[src/rtl/mem_access_stage.sv]
// rtl/mem_access_stage.sv - MEM stage data-memory access FSM; optional alignment trap via MEM_MISALIGN_TRAP_EN
module mem_access_stage (
    input  logic        clk,
    input  logic        reset,
    input  logic        ex_valid,
    input  logic [63:0] ex_address,
    input  logic [63:0] ex_storeData,
    input  logic        ex_MemRead,
    input  logic        ex_MemWrite,
    input  logic [1:0]  ex_size,
    input  logic [4:0]  ex_Rd,
    input  logic [1:0]  ex_MemToReg,
    input  logic        ex_RegWrite,
    input  logic        ex_ChooseRd,
    output logic        mem_req,
    output logic        mem_we,
    output logic [63:0] mem_addr,
    output logic [63:0] mem_wdata,
    output logic [1:0]  mem_size,
    input  logic        mem_ack,
    input  logic [63:0] mem_rdata,
    output logic [63:0] memData,
    output logic [63:0] address,
    output logic [4:0]  Rd,
    output logic [1:0]  MemToReg,
    output logic        RegWrite,
    output logic        ChooseRd,
    output logic        stall,
    output logic        misalign
);

    typedef enum logic [1:0] {IDLE, REQ, DONE} state_t;

    state_t      state, state_nx;
    logic [63:0] l_addr, l_wdata, l_rdata;
    logic [1:0]  l_size, l_memtoreg;
    logic [4:0]  l_rd;
    logic        l_we, l_regwrite, l_chooserd;
    logic        mem_op, bad_align, accept;
    logic [63:0] ext_data;

    assign mem_op = ex_valid & (ex_MemRead | ex_MemWrite);

`ifdef MEM_MISALIGN_TRAP_EN
    always_comb begin
        bad_align = 1'b0;
        case (ex_size)
            2'd1:    bad_align = ex_address[0];
            2'd2:    bad_align = |ex_address[1:0];
            2'd3:    bad_align = |ex_address[2:0];
            default: bad_align = 1'b0;
        endcase
    end
`else
    assign bad_align = 1'b0;
`endif

    assign accept = (state == IDLE) & mem_op & ~bad_align;

    // Request-side outputs come straight from the latches so they hold between ops.
    assign mem_we    = l_we;
    assign mem_addr  = l_addr;
    assign mem_wdata = l_wdata;
    assign mem_size  = l_size;

    always_comb begin
        ext_data = 64'd0;
        case (l_size)
            2'd0:    ext_data = {56'd0, l_rdata[7:0]};
            2'd1:    ext_data = {48'd0, l_rdata[15:0]};
            2'd2:    ext_data = {32'd0, l_rdata[31:0]};
            default: ext_data = l_rdata;
        endcase
    end

    always_ff @(posedge clk) begin
        if (reset) begin
            state      <= IDLE;
            l_addr     <= 64'd0;
            l_wdata    <= 64'd0;
            l_rdata    <= 64'd0;
            l_size     <= 2'd0;
            l_memtoreg <= 2'd0;
            l_rd       <= 5'd0;
            l_we       <= 1'b0;
            l_regwrite <= 1'b0;
            l_chooserd <= 1'b0;
        end else begin
            state <= state_nx;
            if (accept) begin
                l_addr     <= ex_address;
                l_wdata    <= ex_storeData;
                l_size     <= ex_size;
                l_memtoreg <= ex_MemToReg;
                l_rd       <= ex_Rd;
                l_we       <= ex_MemWrite;
                l_regwrite <= ex_RegWrite;
                l_chooserd <= ex_ChooseRd;
            end
            if (state == REQ && mem_ack) begin
                l_rdata <= mem_rdata;
            end
        end
    end

    always_comb begin
        state_nx = state;
        stall    = 1'b0;
        mem_req  = 1'b0;
        misalign = 1'b0;
        address  = ex_address;
        Rd       = ex_Rd;
        MemToReg = ex_MemToReg;
        ChooseRd = ex_ChooseRd;
        RegWrite = 1'b0;
        memData  = 64'd0;
        case (state)
            IDLE: begin
                if (mem_op) begin
                    if (bad_align) begin
                        misalign = ~reset;
                    end else begin
                        stall    = 1'b1;
                        state_nx = REQ;
                    end
                end else begin
                    RegWrite = ex_valid & ex_RegWrite;
                end
            end
            REQ: begin
                stall    = 1'b1;
                mem_req  = 1'b1;
                address  = l_addr;
                Rd       = l_rd;
                MemToReg = l_memtoreg;
                ChooseRd = l_chooserd;
                if (mem_ack) begin
                    state_nx = DONE;
                end
            end
            DONE: begin
                address  = l_addr;
                Rd       = l_rd;
                MemToReg = l_memtoreg;
                ChooseRd = l_chooserd;
                RegWrite = l_regwrite & ~l_we;
                memData  = l_we ? 64'd0 : ext_data;
                state_nx = IDLE;
            end
            default: state_nx = IDLE;
        endcase
    end

endmodule

[config.mk]
export PLATFORM = sky130hd
export DESIGN_NAME = mem_access_stage
export DESIGN_NICKNAME = d
export VERILOG_FILES = /design/src/rtl/mem_access_stage.sv
export SDC_FILE = /design/constraint.sdc
export NUM_CORES = 1
export LEC_CHECK = 0
export ABC_CLOCK_PERIOD_IN_PS = 1850
export BUFFER_PORTS_ARGS = -buffer_cell sky130_fd_sc_hd__buf_2
export CAP_MARGIN = 20
export CORE_AREA = 2 2 188 190
export DETAILED_ROUTE_END_ITERATION = 10
export DIE_AREA = 0 0 190 192
export SYNTH_ARGS = -nofsm -noshare
export SYNTH_HDL_FRONTEND = slang
export SYNTH_SLANG_ARGS = --single-unit
[constraint.sdc]
create_clock -name clk -period 1.85 [get_ports clk]
set_input_delay 0.555 -clock clk [delete_from_list [all_inputs] [get_ports clk]]
set_output_delay 0.555 -clock clk [all_outputs]
set_load 0.02 [all_outputs]
* Yosys cells after proc, flatten, opt, wreduce, memory -nomap -nowiden
Index checks and enable logic that the tools add are counted.
Storage, ports and cells: bits of input ports 209, bits in registers 206, output and inout bits 271, word-level logic and storage cells 42
Operators by class: reduce and logical (&&, ||, !) cells 5, equal/unequal tests 6, mux-type cells 15, bitwise operators 6
Operators with widths (number):
- 64-bit 2-to-1 mux | 3
- 64-bit case mux with 3 select lines | 1
- 2-bit 2-to-1 mux | 3
- 5-bit 2-to-1 mux | 1
- 1-bit AND | 4
- 2-bit by 1-bit equality test with 1-bit output (second input constant) | 2
- 2-bit equality test (second input constant) | 2
- 2-bit logical NOT | 2
- 1-bit 2-to-1 mux | 4
- 2-bit inequality test (second input constant) | 2
- 1-bit case mux with 2 select lines | 2
- 2-bit case mux with 2 select lines | 1
- 2-bit AND reduction | 1
- 2-bit OR reduction | 1
- 1-bit logical AND | 1
- 1-bit inverter | 1
- 1-bit OR | 1

* Depth between registers and ports, before layout
depth in word-level cells 4, mapped depth 8, gate-level depth less buffers 5

* Worst setup path before layout
Ideal clock, no wire load.
path kind flip-flop to output port, start register state[0], end output ChooseRd, path slack -207 ps, stages on the path, launching flop included 6, required time 1295 ps, data arrival time 1502 ps, buffers on the path 2, cell sequence dfxtp_1 -> inv_1 -> ha_1 -> clkbuf_1 -> buf_2 -> mux2_2
On the way: cells in the longest elaborated chain, start to end 3
Ends and longest elaborated chain:
- start: declaration | RTL line 34 | state_t state, state_nx;
- start signal: assignment | RTL line 89 | state <= state_nx;
- 2-bit by 1-bit equality test with 1-bit output or 2-bit equality test (tied branches) | RTL line 117 | case (state)
- 2-bit OR reduction (no source line) (*)
- 1-bit 2-to-1 mux (*) | RTL line 117
- end: declaration | RTL line 27 | output logic ChooseRd,
Every way passes the cells marked *; elsewhere a longest branch is shown, timed or not.

* Worst setup path in the final report
start register state[0], end output address[20]
On the way: cells in the longest elaborated chain, start to end 3
Ends and longest elaborated chain:
- 2-bit by 1-bit equality test with 1-bit output or 2-bit equality test (tied branches) | RTL line 117
- 2-bit OR reduction (no source line) (*)
- 64-bit 2-to-1 mux (*) | RTL line 117
- end: declaration | RTL line 23 | output logic [63:0] address,
Marked as above.

==> impl_metrics.env <==
export IMPL_outcome="finished with violations"
export IMPL_violations_in_the_final_reports="setup timing"
export IMPL_drv_cap=0
export IMPL_root_buffer="clkbuf_16"
export IMPL_synth_area_um2=8470
export IMPL_post_route_cells_drive_above_1_share_pct=45.4
export IMPL_worstSetupPathType="reg -> out"
export IMPL_path_clk_slew_ps=60
export IMPL_synth_largest_type_area_fraction_pct=48.7
export IMPL_maximum_fanout_encountered_on_the_critical_timing_path=9
export IMPL_holdPathEnd="l_rdata[36]"
export IMPL_p_seq_share_pct=38.3
export IMPL_fin_nets=1760
export IMPL_detailedRoute_firstIterationViolations=348
export IMPL_initial_core_util_pct=24.7
export IMPL_die_h_um=192
export IMPL_io_buffer_count=478
export IMPL_finalMaxSlewViolations=0
export IMPL_synth_cell_type_count=26
export IMPL_core_rowCount=68
export IMPL_total_leakage_power_nw=6.29
export IMPL_worst_min_delay_path_class="in -> reg"
export IMPL_postSynthNetCount=1276
export IMPL_yosys_warning_total=0
export IMPL_numPlacedInstances=1961
export IMPL_p_clk_share_pct=34.7
export IMPL_placeableCoreArea_um2=34300
export IMPL_switch_share_pct=30.3
export IMPL_reg2reg_from="state[1]"
export IMPL_netlist_top_cells_count="410 x nand2_1, 206 x dfxtp_1, 205 x a21oi_1"
export IMPL_yosys_top_cells_area="dfxtp_1 49%, nand2_1 18%, a21oi_1 12%, mux2_2 9.6%, and3_1 3.5%"
export IMPL_timing_hold_worst_path_depth=3
export IMPL_asyncSetResetFlopFracSynth_pct=0
export IMPL_dr_vias=9056
export IMPL_clockBufferDepth=3
export IMPL_critPathLaunchType="register"
export IMPL_crit_path_end_kind="output port"
export IMPL_finish_instance_area_um2=13400
export IMPL_gr_total_overflow=0
export IMPL_hold_ws_ps=269
export IMPL_dp_hpwl_mm=22.0
export IMPL_synth_most_common_cell="nand2_1"
export IMPL_cts_tree="built"
export IMPL_minimum_setup_slack_among_reg_to_reg_paths_ps=220
export IMPL_power_density_cell_area_nw_per_um2=953
export IMPL_cts_hold_buffers=0
export IMPL_rsz_0062_raised_after_global_routing="yes"
export IMPL_required_time_of_the_critical_path_ps=1290
export IMPL_vias_per_cell=4.48
export IMPL_synth_area_per_cell_um2=7.96
export IMPL_final_period_utilization_pct=139
export IMPL_post_route_min_period_ps=2580
export IMPL_max_freq_mhz=388
export IMPL_p_sw_w=0.00388
export IMPL_final_hold_viol_count=0
export IMPL_antenna_violating_nets_post_route=0
export IMPL_worst_ep_arrival_time_ps=2020
export IMPL_ys_ff_latch=206
export IMPL_area_growth_synth_to_final_pct=58.6
export IMPL_clock_skew_ps=9.39
export IMPL_grt_first_pass_wirelength_mm=44.3
export IMPL_synth_edf_count=0
export IMPL_synth_top_cell_by_area="dfxtp_1"
export IMPL_cts_buffers_inserted=23
export IMPL_combPwrFrac_pct=27.0
export IMPL_htreeDepth=1
export IMPL_clk_latency_ps=520
export IMPL_final_setup_worst_slack_ps=-728
export IMPL_synthesis_instances=1064
export IMPL_placedInstanceArea_um2=11800
export IMPL_number_of_antenna_violations_at_the_first_check_in_global_routing=0
export IMPL_finalSetupTns_ps=-88430
export IMPL_top_level_port_count=480
export IMPL_total_routing_usage_reported_by_global_routing_pct=15.1
export IMPL_report_final_setup_viol=139
export IMPL_drc=0
export IMPL_dieWidth_um=190
export IMPL_synth_seq_area_share_pct=48.7
export IMPL_first_pass_iters=4
export IMPL_fp_dieArea_um2=36500
export IMPL_reg2reg_depth=9
export IMPL_routedWlPerCell_um=15.4
export IMPL_min_from="mem_rdata[36]"
export IMPL_total_detailed_routing_wirelength_mm=31.2
export IMPL_cellInternalPower_w=0.00892
export IMPL_number_of_non_filler_instances_in_the_completed_layout=2021
export IMPL_peakVddDrop_mv=0.636
export IMPL_vias_in_the_first_global_route=8228
export IMPL_grt_start_max_net_pins=83
export IMPL_dominantRegCellSynth="dfxtp_1"
export IMPL_critical_path_reg2reg_endpoint="l_rdata[49]"
export IMPL_routabilityCongestion=0.849
export IMPL_tritoncts_num_sinks=206
==> routing by layer <==
metal	global-route usage, %	share of wire (%)	wire, µm	vias up
li1	-	-	-	4458
met4	4.11	2.5	779	0
met1	17.7	39	12200	4186
met3	3.67	7.7	2410	51
met5	0	0	0	-
met2	27.3	51	15800	361
==> layout make-up <==
| cell class | instances | area, µm² |
|---|---|---|
| inverters | 2 | 10.0 |
| flip-flops and latches | 206 | 4130 |
| diodes | 1 | 2.50 |
| well taps | 455 | 569 |
| clock buffers | 31 | 646 |
| repair buffers | 541 | 3670 |
| multi-input cells | 774 | 4300 |
| clock inverters | 11 | 95.1 |
| fillers | 3500 | 20900 |
==> power groups by stage <==
stage	Combinational, W	Clock, W	Sequential, W
floorplan	0.00161	0	0.00521
global placement	0.00291	0	0.00498
detailed placement	0.00293	0	0.00499
CTS	0.00317	0.00459	0.00490
global route	0.00368	0.00479	0.00494
finish	0.00346	0.00444	0.00490
==> layout by cell type (no fill, tap or decap), types with 5 or more instances in the layout <==
cell	synthesis	routed
a21oi_1	205	205
buf_2	29	381
mux2_2	72	21
and2_1	18	10
buf_6	0	60
nand2_1	410	409
and3_2	0	26
and2_4	0	11
clkbuf_16	0	25
buf_12	0	19
and3_4	0	8
dfxtp_1	206	202
mux2_4	0	51
and3_1	48	14
buf_4	13	74
clkinv_2	0	5
==> flip-flops by register name (all words and copies together), names as in the netlist <==
register,count
l_chooserd,1
l_memtoreg,2
l_rd,5
l_rdata,64
l_regwrite,1
mem_addr,64
mem_size,2
mem_wdata,64
mem_we,1
state,2
==> worst max-delay path by stage <==
stage	slack [ps]	cells after the start	endpoint	start
after global routing	-810	6	address[20]	state[0]
after floorplan	-40	5	ChooseRd	state[0]
after detailed placement	-220	5	address[19]	state[0]
final	-730	6	address[20]	state[0]
after global placement	-200	5	address[22]	state[0]
after CTS	-750	6	address[22]	state[0]
==> timing repair <==
action                                  CTS  global route
buffers inserted                          6             6
pin swaps                                 3             4
endpoints found under the setup margin  140           141
resized for setup                        81           147
gates cloned                              5             3
==> cell families after synthesis <==
family	after synthesis	share of synthesized area (%)
AND/OR/NAND/NOR	482	23.5
AO/OA/AOI/OAI	213	12.9
flip-flops	206	48.7
buffers and inverters	87	4.86
multiplexers	72	9.58
adder cells (fa/ha/maj)	3	0.443
other	1	0.0443
==> metrics by stage <==
stage / setup slack [ps] / total power (W) / util [%]
after CTS: -755 / 0.0127 / 37.6
after global routing: -809 / 0.0134 / 39.2
after global placement: -205 / 0.00789 / 34.4
after detailed placement: -224 / 0.00792 / 34.4
final: -728 / 0.0128 / 39.2
after floorplan: -43.3 / 0.00681 / -
==> critical path: stages (launching register included) <==
cell and delay, ps:
dfxtp_2 350, inv_4 50, ha_4 280, buf_12 150
buf_16 160, mux2_2 350, buf_2 160
(Power assumes the default switching activity.)
